## src/rtl/uv_spi_slv_if.sv

```systemverilog
// uv_spi_slv_if
//   Bundle of the SPI pins and the tx/rx word streams of the SPI target.
//   slave  : the SPI target (uv_spi_slv) side.
//   master : the SPI master / software side that drives the pins and the tx stream.
// Signals:
//   spi_cs, spi_sck, spi_mosi   SPI pins into the target (cs active-low)
//   spi_miso, spi_miso_oe       SPI data out of the target and its pad enable
//   tx_data, tx_valid, tx_ready next word to transmit, valid/ready handshake
//   tx_underrun                 pulse: IDLE_WORD loaded instead of a buffered word
//   rx_data, rx_valid           last complete received word, update pulse
//   rx_abort                    pulse: frame ended with a partial word
interface uv_spi_slv_if #(
  parameter int DATA_WIDTH = 8
);
  logic                  spi_cs;
  logic                  spi_sck;
  logic                  spi_mosi;
  logic                  spi_miso;
  logic                  spi_miso_oe;
  logic [DATA_WIDTH-1:0] tx_data;
  logic                  tx_valid;
  logic                  tx_ready;
  logic                  tx_underrun;
  logic [DATA_WIDTH-1:0] rx_data;
  logic                  rx_valid;
  logic                  rx_abort;

  modport slave (
    input  spi_cs, spi_sck, spi_mosi, tx_data, tx_valid,
    output spi_miso, spi_miso_oe, tx_ready, tx_underrun, rx_data, rx_valid, rx_abort
  );

  modport master (
    output spi_cs, spi_sck, spi_mosi, tx_data, tx_valid,
    input  spi_miso, spi_miso_oe, tx_ready, tx_underrun, rx_data, rx_valid, rx_abort
  );
endinterface

```

## src/rtl/uv_spi_slv.sv

```systemverilog
// uv_spi_slv
//   SPI target that oversamples cs/sck/mosi on clk, deserialises mosi into
//   words and serialises a software-supplied word onto miso. Full duplex,
//   MSB first, all four CPOL/CPHA modes. clk must be >= 8x the sck rate.
// Ports:
//   clk, rst    system clock, asynchronous active-high reset
//   en          block enable; 0 forces IDLE and drops miso_oe
//   cpol, cpha  SPI mode, captured only while IDLE
//   bus         uv_spi_slv_if.slave (SPI pins, tx and rx word streams)
//   busy        FSM not in IDLE
//
// state | meaning
// IDLE  | cs deasserted or block disabled; mode register tracks cpol/cpha
// LOAD  | one cycle after cs falls: first tx word moved into the shift register
// SHIFT | frame active: sample and shift on synchronised sck edges
module uv_spi_slv #(
  parameter int                    DATA_WIDTH = 8,
  parameter logic [DATA_WIDTH-1:0] IDLE_WORD  = '0
) (
  input  logic           clk,
  input  logic           rst,
  input  logic           en,
  input  logic           cpol,
  input  logic           cpha,
  uv_spi_slv_if.slave    bus,
  output logic           busy
);

  localparam int CW = $clog2(DATA_WIDTH + 1);
  localparam logic [CW-1:0] CNT_FULL = CW'(DATA_WIDTH);

  typedef enum logic [1:0] {
    IDLE  = 2'd0,
    LOAD  = 2'd1,
    SHIFT = 2'd2
  } state_t;

  state_t                state;
  logic [CW-1:0]         cnt;
  logic                  mode_cpol;
  logic                  mode_cpha;
  logic [DATA_WIDTH-1:0] tx_sr;
  logic [DATA_WIDTH-1:0] rx_sr;
  logic [DATA_WIDTH-1:0] hold;
  logic                  hold_full;
  logic                  skip_shift;
  logic [DATA_WIDTH-1:0] rx_data_q;
  logic                  rx_valid_q;
  logic                  rx_abort_q;
  logic                  underrun_q;
  logic                  miso_q;
  logic                  oe_q;
  logic                  busy_q;

  // pin synchronisers
  logic       cs_s1, cs_s2, cs_h;
  logic       sck_s1, sck_s2, sck_h;
  logic       mosi_s1, mosi_s2;
  logic [1:0] sync_fill;
  logic       cs_armed;

  always_ff @(posedge clk or posedge rst) begin
    if (rst) begin
      cs_s1     <= 1'b1;
      cs_s2     <= 1'b1;
      cs_h      <= 1'b1;
      sck_s1    <= 1'b0;
      sck_s2    <= 1'b0;
      sck_h     <= 1'b0;
      mosi_s1   <= 1'b0;
      mosi_s2   <= 1'b0;
      sync_fill <= 2'b00;
      cs_armed  <= 1'b0;
    end else begin
      cs_s1     <= bus.spi_cs;
      cs_s2     <= cs_s1;
      cs_h      <= cs_s2;
      sck_s1    <= bus.spi_sck;
      sck_s2    <= sck_s1;
      sck_h     <= sck_s2;
      mosi_s1   <= bus.spi_mosi;
      mosi_s2   <= mosi_s1;
      sync_fill <= {sync_fill[0], 1'b1};
      // The cs pipeline resets to "deasserted"; if cs is really low when reset
      // releases, that would look like a falling edge. Only accept a falling
      // edge once cs has genuinely been seen high after the pipeline filled.
      if (sync_fill[1] && cs_s2)
        cs_armed <= 1'b1;
    end
  end

  logic cs_fall;
  logic sck_rise, sck_fall;
  logic lead_edge, trail_edge;
  logic sample_edge, shift_edge;
  logic leave;
  logic word_done;
  logic reload;
  logic [DATA_WIDTH-1:0] reload_word;

  assign cs_fall     = cs_armed & cs_h & ~cs_s2;
  assign sck_rise    = sck_s2 & ~sck_h;
  assign sck_fall    = ~sck_s2 & sck_h;
  assign lead_edge   = mode_cpol ? sck_fall : sck_rise;
  assign trail_edge  = mode_cpol ? sck_rise : sck_fall;
  assign sample_edge = mode_cpha ? trail_edge : lead_edge;
  assign shift_edge  = mode_cpha ? lead_edge : trail_edge;
  assign leave       = cs_s2 | ~en;
  assign word_done   = (state == SHIFT) && (cnt == CNT_FULL);
  // A reload of the tx shift register happens on entry (LOAD) and at every
  // completed word, unless the frame is ending in the same cycle.
  assign reload      = !leave && ((state == LOAD) || word_done);
  assign reload_word = hold_full ? hold : IDLE_WORD;

  always_ff @(posedge clk or posedge rst) begin
    if (rst) begin
      state      <= IDLE;
      cnt        <= '0;
      mode_cpol  <= 1'b0;
      mode_cpha  <= 1'b0;
      tx_sr      <= '0;
      rx_sr      <= '0;
      hold       <= '0;
      hold_full  <= 1'b0;
      skip_shift <= 1'b0;
      rx_data_q  <= '0;
      rx_valid_q <= 1'b0;
      rx_abort_q <= 1'b0;
      underrun_q <= 1'b0;
      miso_q     <= 1'b0;
      oe_q       <= 1'b0;
      busy_q     <= 1'b0;
    end else begin
      rx_valid_q <= 1'b0;
      rx_abort_q <= 1'b0;
      underrun_q <= 1'b0;

      // hold_full is 1 whenever a reload empties it, so the two never collide.
      if (bus.tx_valid && !hold_full) begin
        hold      <= bus.tx_data;
        hold_full <= 1'b1;
      end

      if (reload) begin
        tx_sr  <= reload_word;
        miso_q <= reload_word[DATA_WIDTH-1];
        if (hold_full)
          hold_full <= 1'b0;
        else
          underrun_q <= 1'b1;
      end

      case (state)
        IDLE: begin
          mode_cpol  <= cpol;
          mode_cpha  <= cpha;
          cnt        <= '0;
          skip_shift <= 1'b0;
          tx_sr      <= '0;
          miso_q     <= 1'b0;
          if (en && cs_fall) begin
            state  <= LOAD;
            oe_q   <= 1'b1;
            busy_q <= 1'b1;
          end
        end

        LOAD: begin
          if (leave) begin
            state  <= IDLE;
            oe_q   <= 1'b0;
            busy_q <= 1'b0;
            tx_sr  <= '0;
            miso_q <= 1'b0;
          end else begin
            // With cpha=1 the first leading edge would shift; the MSB is
            // already on miso, so that edge is swallowed.
            skip_shift <= mode_cpha;
            state      <= SHIFT;
          end
        end

        SHIFT: begin
          if (word_done) begin
            rx_data_q  <= rx_sr;
            rx_valid_q <= 1'b1;
            cnt        <= '0;
          end
          if (leave) begin
            state      <= IDLE;
            oe_q       <= 1'b0;
            busy_q     <= 1'b0;
            tx_sr      <= '0;
            miso_q     <= 1'b0;
            cnt        <= '0;
            rx_abort_q <= (cnt != '0) && !word_done;
          end else if (word_done) begin
            // keep the freshly reloaded MSB on miso across the next shift edge
            skip_shift <= 1'b1;
          end else if (sample_edge) begin
            rx_sr <= {rx_sr[DATA_WIDTH-2:0], mosi_s2};
            cnt   <= cnt + 1'b1;
          end else if (shift_edge) begin
            if (skip_shift) begin
              skip_shift <= 1'b0;
            end else begin
              tx_sr  <= {tx_sr[DATA_WIDTH-2:0], 1'b0};
              miso_q <= tx_sr[DATA_WIDTH-2];
            end
          end
        end

        default: begin
          state  <= IDLE;
          oe_q   <= 1'b0;
          busy_q <= 1'b0;
        end
      endcase
    end
  end

  assign bus.spi_miso    = miso_q & oe_q;
  assign bus.spi_miso_oe = oe_q;
  assign bus.tx_ready    = ~hold_full;
  assign bus.tx_underrun = underrun_q;
  assign bus.rx_data     = rx_data_q;
  assign bus.rx_valid    = rx_valid_q;
  assign bus.rx_abort    = rx_abort_q;
  assign busy            = busy_q;

endmodule

```

## src/flat_wrapper.sv

```systemverilog
// flat-port wrapper written by rule: the top's interface ports become plain ports
module uv_spi_slv_flat 
#(
  parameter int                    DATA_WIDTH = 8,
  parameter logic [DATA_WIDTH-1:0] IDLE_WORD  = '0
)
  (clk, rst, en, cpol, cpha, busy, bus_spi_cs, bus_spi_sck, bus_spi_mosi, bus_tx_data, bus_tx_valid, bus_spi_miso, bus_spi_miso_oe, bus_tx_ready, bus_tx_underrun, bus_rx_data, bus_rx_valid, bus_rx_abort);
  uv_spi_slv_if #(.DATA_WIDTH(DATA_WIDTH)) bus_i ();
  input  logic clk;
  input  logic rst;
  input  logic en;
  input  logic cpol;
  input  logic cpha;
  output logic busy;
  input wire logic [$bits(bus_i.spi_cs)-1:0] bus_spi_cs;
  input wire logic [$bits(bus_i.spi_sck)-1:0] bus_spi_sck;
  input wire logic [$bits(bus_i.spi_mosi)-1:0] bus_spi_mosi;
  input wire logic [$bits(bus_i.tx_data)-1:0] bus_tx_data;
  input wire logic [$bits(bus_i.tx_valid)-1:0] bus_tx_valid;
  output wire logic [$bits(bus_i.spi_miso)-1:0] bus_spi_miso;
  output wire logic [$bits(bus_i.spi_miso_oe)-1:0] bus_spi_miso_oe;
  output wire logic [$bits(bus_i.tx_ready)-1:0] bus_tx_ready;
  output wire logic [$bits(bus_i.tx_underrun)-1:0] bus_tx_underrun;
  output wire logic [$bits(bus_i.rx_data)-1:0] bus_rx_data;
  output wire logic [$bits(bus_i.rx_valid)-1:0] bus_rx_valid;
  output wire logic [$bits(bus_i.rx_abort)-1:0] bus_rx_abort;
  assign bus_i.spi_cs = bus_spi_cs;
  assign bus_i.spi_sck = bus_spi_sck;
  assign bus_i.spi_mosi = bus_spi_mosi;
  assign bus_i.tx_data = bus_tx_data;
  assign bus_i.tx_valid = bus_tx_valid;
  assign bus_spi_miso = bus_i.spi_miso;
  assign bus_spi_miso_oe = bus_i.spi_miso_oe;
  assign bus_tx_ready = bus_i.tx_ready;
  assign bus_tx_underrun = bus_i.tx_underrun;
  assign bus_rx_data = bus_i.rx_data;
  assign bus_rx_valid = bus_i.rx_valid;
  assign bus_rx_abort = bus_i.rx_abort;
  uv_spi_slv #(.DATA_WIDTH(DATA_WIDTH), .IDLE_WORD(IDLE_WORD)) u_core (.clk(clk), .rst(rst), .en(en), .cpol(cpol), .cpha(cpha), .bus(bus_i), .busy(busy));
endmodule
```

## config.mk

```make
export PLATFORM = sky130hd
export DESIGN_NAME = uv_spi_slv_flat
export DESIGN_NICKNAME = d
export VERILOG_FILES = /design/src/rtl/uv_spi_slv_if.sv /design/src/rtl/uv_spi_slv.sv /design/src/flat_wrapper.sv
export SDC_FILE = /design/constraint.sdc
export NUM_CORES = 1
export LEC_CHECK = 0
export BUFFER_PORTS_ARGS = -buffer_cell sky130_fd_sc_hd__buf_2
export CORE_AREA = 2 2 79 81
export CTS_BUF_LIST = sky130_fd_sc_hd__clkbuf_4
export DETAILED_ROUTE_END_ITERATION = 16
export DIE_AREA = 0 0 81 83
export SLEW_MARGIN = 20
export SYNTH_ARGS = -nofsm -noshare
export SYNTH_HDL_FRONTEND = slang
export SYNTH_SLANG_ARGS = --single-unit
```

## constraint.sdc

```tcl
create_clock -name clk -period 2.43 [get_ports clk]
set_input_delay 0.3645 -clock clk [delete_from_list [all_inputs] [get_ports clk]]
set_output_delay 0.3645 -clock clk [all_outputs]
set_load 0.02 [all_outputs]
```

## Word-level counts from Yosys, hierarchy flattened

Index checks and enable logic that the tools add are counted.

- Word-level logic and storage cells: 117
- Output and inout port bits: 15
- Flip-flop bits (word level): 58
- Input port bits: 17

- Muxes and demuxes: 48
- Bitwise gates (word level): 13
- Add/sub/neg operators: 1
- Reduce and logical (&&, ||, !) cells: 20
- Equality and inequality tests: 10

Operators by type and width:

| operator | count |
|---|---|
| 8-bit two-way mux | 8 |
| 1-bit two-way mux | 27 |
| 8-bit case mux with 3 select lines | 1 |
| 4-bit two-way mux | 4 |
| 4-bit case mux with 2 select lines | 1 |
| 1-bit inverter | 7 |
| 1-bit logical AND | 6 |
| 2-bit two-way mux | 3 |
| 2-bit by 1-bit != test with 1-bit output (second input constant) | 3 |
| 1-bit case mux with 3 select lines | 2 |
| 2-bit case mux with 3 select lines | 1 |
| 2-bit AND reduction | 3 |
| 1-bit AND | 5 |
| 5-bit AND reduction | 1 |
| 4-bit by 1-bit adder with 4-bit output (second input constant) | 1 |
| 4-bit equality test (second input constant) | 1 |
| 2-bit != test (second input constant) | 2 |
| 4-bit AND reduction | 1 |
| 4-bit nonzero test | 1 |
| 1-bit zero test | 3 |
| 3-bit by 1-bit != test with 1-bit output (second input constant) | 1 |
| 3-bit != test (second input constant) | 1 |
| 3-bit nonzero test | 1 |
| 2-bit by 1-bit equality test with 1-bit output (second input constant) | 1 |
| other kinds (7) | 7 |

## Longest topological paths before layout

- Depth after elaboration: 11
- Gate-level depth with buffers: 8

## Least setup slack after synthesis

Ideal clock, no wire load.

- Path kind: register to register
- From: register u_core.state[0]
- To: register u_core.tx_sr[1]
- Arrival time: 1.665 ns
- Data required time: 2.364 ns
- Stages on the path, launching flop included: 9
- Clock period less this slack: 1.731 ns
- Library setup time: 0.066 ns
- Path buffers: 2
- Slack: 0.699 ns
- Cells stage by stage: dfrtp_1 -> inv_1 -> ha_1 -> buf_2 -> nand3b_1 -> o21ai_0 -> buf_4 -> mux2i_1 -> a22o_1

- Cells in the longest elaborated chain, start to end: 11
- Elaborated cells on any way between the ends: 14

RTL lines:

| element | RTL line | RTL |
|---|---|---|
| from (decl) | uv_spi_slv.sv:38 | `state_t state;` |
| from (signal assigned) | uv_spi_slv.sv:117 | `state <= IDLE;` |
| from (signal assigned) | uv_spi_slv.sv:162 | `state <= LOAD;` |
| from (signal assigned) | uv_spi_slv.sv:170 | `state <= IDLE;` |
| 2-bit equality test | uv_spi_slv.sv:109, uv_spi_slv.sv:153 |  |
| 1-bit logical AND | uv_spi_slv.sv:109 | `assign word_done = (state == SHIFT) && (cnt == CNT_FULL);` |
| 1-bit logical OR | uv_spi_slv.sv:112 | `assign reload = !leave && ((state == LOAD) \|\| word_done);` |
| 1-bit logical AND | uv_spi_slv.sv:112 |  |
| 8-bit two-way mux | uv_spi_slv.sv:144 | `if (reload) begin` |
| 8-bit two-way mux | uv_spi_slv.sv:204 | `if (skip_shift) begin` |
| 8-bit two-way mux | uv_spi_slv.sv:203 | `end else if (shift_edge) begin` |
| 8-bit two-way mux | uv_spi_slv.sv:200 | `end else if (sample_edge) begin` |
| 8-bit two-way mux | uv_spi_slv.sv:197 | `end else if (word_done) begin` |
| 8-bit two-way mux | uv_spi_slv.sv:189 | `if (leave) begin` |
| 8-bit case mux with 3 select lines * | uv_spi_slv.sv:153 | `case (state)` |
| to (signal assigned) | uv_spi_slv.sv:145 | `tx_sr <= reload_word;` |
| to (signal assigned) | uv_spi_slv.sv:207 | `tx_sr <= {tx_sr[DATA_WIDTH-2:0], 1'b0};` |
| to (decl) | uv_spi_slv.sv:42 | `logic [DATA_WIDTH-1:0] tx_sr;` |

Every way passes the cells marked *; elsewhere a longest branch is shown, timed or not.
A chain may end at the register's enable or synchronous reset.

## Worst setup path after layout

- From: register u_core.state[0]
- To: register u_core.tx_sr[3]

The elaborated chain is that of the path after synthesis.

==> run_summary.xml <==
<?xml version="1.0" encoding="UTF-8"?>
<metrics>
  <group name="status">
    <metric name="outcome" unit="">finished, final reports clean</metric>
  </group>
  <group name="layout">
    <metric name="total_inserted_antenna_cells" unit="">0</metric>
    <metric name="layout_cells_excl_fill" unit="">331</metric>
    <metric name="finish.instance_area" unit="um2">2860</metric>
    <metric name="drive_above_1_share" unit="%">30.1</metric>
    <metric name="areaGrowthSynthToFinish" unit="%">15.1</metric>
    <metric name="finish.net_count" unit="">275</metric>
  </group>
  <group name="global_routing">
    <metric name="grt_max_degree" unit="">34</metric>
    <metric name="antenna_violations_before_repair" unit="">0</metric>
    <metric name="first_pass_grt_wire_length" unit="um">7890</metric>
    <metric name="grt_pass1_vias" unit="">1670</metric>
    <metric name="gr-total-overflow" unit="">0</metric>
    <metric name="gr-usage-all-layers" unit="%">15.4</metric>
  </group>
  <group name="setup_path">
    <metric name="critPathLaunchType" unit="">flop</metric>
    <metric name="signal_arrival_time_at_the_worst_endpoint" unit="ns">2.31</metric>
    <metric name="critical_path.max_stage_delay" unit="ns">0.43</metric>
    <metric name="end_kind" unit="">flop</metric>
    <metric name="path_cells" unit="">inv_1 -&gt; ha_1 -&gt; nand4b_1 -&gt; inv_2 -&gt; nor2_2 -&gt; nor4b_4 -&gt; a22o_1</metric>
    <metric name="timing.setup.critical_path_class" unit="">reg2reg</metric>
    <metric name="crit_path_max_fo" unit="">10</metric>
    <metric name="cpMaxStageDelayCell" unit="">sky130_fd_sc_hd__nor4b_4</metric>
    <metric name="required_time_of_the_worst_setup_path" unit="ns">2.76</metric>
  </group>
  <group name="placed_design">
    <metric name="dpl.cell_count" unit="">316</metric>
    <metric name="number_of_i_o_port_buffers" unit="">31</metric>
    <metric name="routabilityCongestion" unit="">0.751</metric>
    <metric name="dp_hpwl" unit="um">3060</metric>
    <metric name="placedInstanceArea" unit="um2">2740</metric>
  </group>
  <group name="pwr">
    <metric name="pwr_density_cell" unit="nW/um2">867</metric>
    <metric name="pwr-share-clk" unit="%">26.6</metric>
    <metric name="power.static_leakage" unit="nW">1.41</metric>
    <metric name="combinationalPowerShare" unit="%">25.3</metric>
    <metric name="intPower" unit="mW">1.71</metric>
    <metric name="switchingPower" unit="uW">777</metric>
    <metric name="share_seq_of_total_power" unit="%">48.0</metric>
    <metric name="max-vdd-ir-drop" unit="V">0.000413</metric>
    <metric name="switching_share" unit="%">31.3</metric>
  </group>
  <group name="yosys">
    <metric name="asyncSetResetFlopFracSynth" unit="%">100</metric>
    <metric name="synth_warn" unit="">0</metric>
    <metric name="post_synth_instance_area" unit="um2">2490</metric>
    <metric name="synthTopCellsByArea" unit="">sky130_fd_sc_hd__dfrtp_1 (54%), sky130_fd_sc_hd__mux2_2 (9.1%), sky130_fd_sc_hd__nand2_1 (4.8%), sky130_fd_sc_hd__mux2i_1 (3.6%), sky130_fd_sc_hd__dfstp_2 (3.2%)</metric>
    <metric name="synth_cell_type_count" unit="">38</metric>
    <metric name="syn-instance-count" unit="">214</metric>
    <metric name="proportion_of_synthesized_chip_area_in_sequential_cells" unit="%">57.5</metric>
    <metric name="synthTopCellsByCount" unit="">sky130_fd_sc_hd__dfrtp_1 (54), sky130_fd_sc_hd__nand2_1 (32), sky130_fd_sc_hd__mux2_2 (20), sky130_fd_sc_hd__inv_1 (17), sky130_fd_sc_hd__mux2i_1 (9)</metric>
    <metric name="synth-seq-cells" unit="">57</metric>
    <metric name="synthesis.nets" unit="">237</metric>
    <metric name="avgSynthCellArea" unit="um2">11.6</metric>
    <metric name="netlist.area_leader.share" unit="%">54.3</metric>
    <metric name="synth_top_area_cell" unit="">sky130_fd_sc_hd__dfrtp_1</metric>
    <metric name="post_synth_edffs" unit="">0</metric>
    <metric name="dominantRegCellSynth" unit="">sky130_fd_sc_hd__dfrtp_1</metric>
    <metric name="synthMostInstantiatedCell" unit="">sky130_fd_sc_hd__dfrtp_1</metric>
  </group>
  <group name="clock_tree">
    <metric name="cts_tree" unit="">yes</metric>
    <metric name="insertion_delay" unit="ns">0.40</metric>
    <metric name="cts.repair.resized" unit="">0</metric>
    <metric name="cts_hold_buffers" unit="">0</metric>
    <metric name="post_cts.repair.setup_buffers" unit="">0</metric>
    <metric name="clk_root_buffer_cell" unit="">sky130_fd_sc_hd__clkbuf_4</metric>
    <metric name="path_clk_slew" unit="ns">0.09</metric>
    <metric name="clock_path_buffers" unit="">2</metric>
    <metric name="numClockSinks" unit="">57</metric>
    <metric name="numCtsBuffers" unit="">9</metric>
    <metric name="cts_htree_levels" unit="">3</metric>
  </group>
  <group name="job">
    <metric name="maxCapViolations" unit="">0</metric>
  </group>
  <group name="floorplanning">
    <metric name="effective_utilization_at_floorplan" unit="%">42.8</metric>
    <metric name="rows" unit="">28</metric>
    <metric name="top_ports" unit="">32</metric>
    <metric name="die_h" unit="um">83</metric>
    <metric name="design.die.area" unit="um2">6720</metric>
    <metric name="core-area" unit="um2">5820</metric>
    <metric name="floorplan.die.width" unit="um">81</metric>
  </group>
  <group name="detailed_routing">
    <metric name="drt-total-wl" unit="um">4360</metric>
    <metric name="dr.pass1.iters" unit="">4</metric>
    <metric name="detailedRoute.firstIterationViolations" unit="">68</metric>
    <metric name="avgViaCountPerCell" unit="">4.88</metric>
    <metric name="routed_wire_length_per_instance" unit="um">13.2</metric>
    <metric name="ant_nets" unit="">0</metric>
    <metric name="vias" unit="">1614</metric>
    <metric name="drcViolationCount" unit="">0</metric>
  </group>
  <group name="sta">
    <metric name="report.final.setup_viol" unit="">0</metric>
    <metric name="finalSetupTns" unit="ns">0</metric>
    <metric name="grt_setup_unrepaired" unit="">false</metric>
    <metric name="drv_slew" unit="">0</metric>
    <metric name="post_layout_min_period" unit="ns">1.97</metric>
    <metric name="max_freq" unit="MHz">507</metric>
    <metric name="timing.max_slew.rel_slack" unit="%">53.7</metric>
    <metric name="final_period_util" unit="%">81.1</metric>
    <metric name="timing_hold_violations_final" unit="">0</metric>
    <metric name="timing_worst_slew_pin_value" unit="ns">0.694</metric>
    <metric name="clock-skew-final" unit="ns">0.0149</metric>
  </group>
  <group name="hold_path">
    <metric name="holdCritPathClass" unit="">in2reg</metric>
  </group>
</metrics>
[sequential cells by signal (all words and copies together) (netlist names), 2 cells and up]
name                cells
u_core.bus.rx_data      8
u_core.hold             8
u_core.rx_sr            8
u_core.tx_sr            7
u_core.cnt              4
u_core.state            2
u_core.sync_fill        2
[critical path: cells and delay by family, from the launching register on]
family | cells | cell delay (ns)
compound gates | 1 | 0.22
fa+ha+maj | 1 | 0.29
buf+inv | 2 | 0.19
flops | 1 | 0.39
simple gates | 3 | 0.82
[power by group through the flow]
stage | sequential (mW) | combinational (mW) | clock, mW
after floorplan | 1.18 | 0.524 | 0
after CTS | 1.19 | 0.639 | 0.686
after detailed placement | 1.21 | 0.636 | 0
final | 1.19 | 0.629 | 0.662
after global placement | 1.21 | 0.629 | 0
after global routing | 1.22 | 0.708 | 0.737
[area by class of cell]
| cell class | count | area [um2] |
|---|---|---|
| inverter | 18 | 67.6 |
| timing repair buffer | 34 | 190 |
| tap | 75 | 93.8 |
| sequential | 57 | 1430 |
| fill | 579 | 2950 |
| clock inverter | 4 | 45.0 |
| clock buffer | 11 | 82.6 |
| multi-input combinational | 132 | 953 |
[path summary, 6_finish.rpt]
kind	from	end	slack (ns)	cells past startpoint
setup / recovery	u_core.state[0]$_DFFE_PP0P_	u_core.tx_sr[3]$_DFF_PP0_	0.46	7
hold / removal	bus_spi_cs	u_core.cs_s1$_DFF_PP1_	0.06	1
setup reg to reg	u_core.state[0]$_DFFE_PP0P_	u_core.tx_sr[3]$_DFF_PP0_	0.46	7
hold reg to reg	u_core.sync_fill[0]$_DFF_PP0_	u_core.sync_fill[1]$_DFF_PP0_	0.36	0
max in group asynchronous	rst	u_core.mode_cpha$_DFFE_PP0P_	1.78	3
min in group asynchronous	rst	u_core.hold[1]$_DFFE_PP0P_	0.07	2
[routing by layer]
layer	part of all wire [%]	GRT usage, %
met4	1.5	6.01
met3	4.8	6.20
met5	0	0
met1	50	21.5
met2	44	21.3
[through the flow]
step                      worst slack, ns  utilization (%)  total power [mW]  hold slack, ns
after floorplan                     0.671                -              1.70           0.331
after global placement              0.529             47.0              1.84           0.332
after detailed placement            0.449             47.0              1.85           0.336
after CTS                           0.439             49.2              2.52          0.0335
after global routing                0.222             49.2              2.66          0.0180
final                               0.459             49.2              2.48          0.0611
[cell families after synthesis]
kind of cell	after synthesis	share of synthesized area, %
AND/OR/NAND/NOR	64	13.1
flip-flops	57	57.5
buffers and inverters	25	4.17
adder cells (fa/ha/maj)	6	3.02
AO/OA/AOI/OAI	31	8.75
multiplexers	29	12.7
XOR/XNOR	1	0.654
other	1	0.151
[cells in the final DEF (no fill, tap or decap), types with 3 or more instances in the layout]
master	n
sky130_fd_sc_hd__nor2b_1	4
sky130_fd_sc_hd__nor2_1	6
sky130_fd_sc_hd__mux2_2	20
sky130_fd_sc_hd__inv_1	16
sky130_fd_sc_hd__a21oi_1	4
sky130_fd_sc_hd__a22o_1	7
sky130_fd_sc_hd__o21bai_1	3
sky130_fd_sc_hd__nand2_1	32
sky130_fd_sc_hd__and2_1	3
sky130_fd_sc_hd__buf_2	31
sky130_fd_sc_hd__nand3b_1	3
sky130_fd_sc_hd__clkbuf_4	11
sky130_fd_sc_hd__dfrtp_1	54
sky130_fd_sc_hd__mux2i_1	9
sky130_fd_sc_hd__o21ai_0	7
sky130_fd_sc_hd__nand3_1	6
sky130_fd_sc_hd__ha_1	6
sky130_fd_sc_hd__dfstp_2	3
Power figures use the tool's default switching activity.
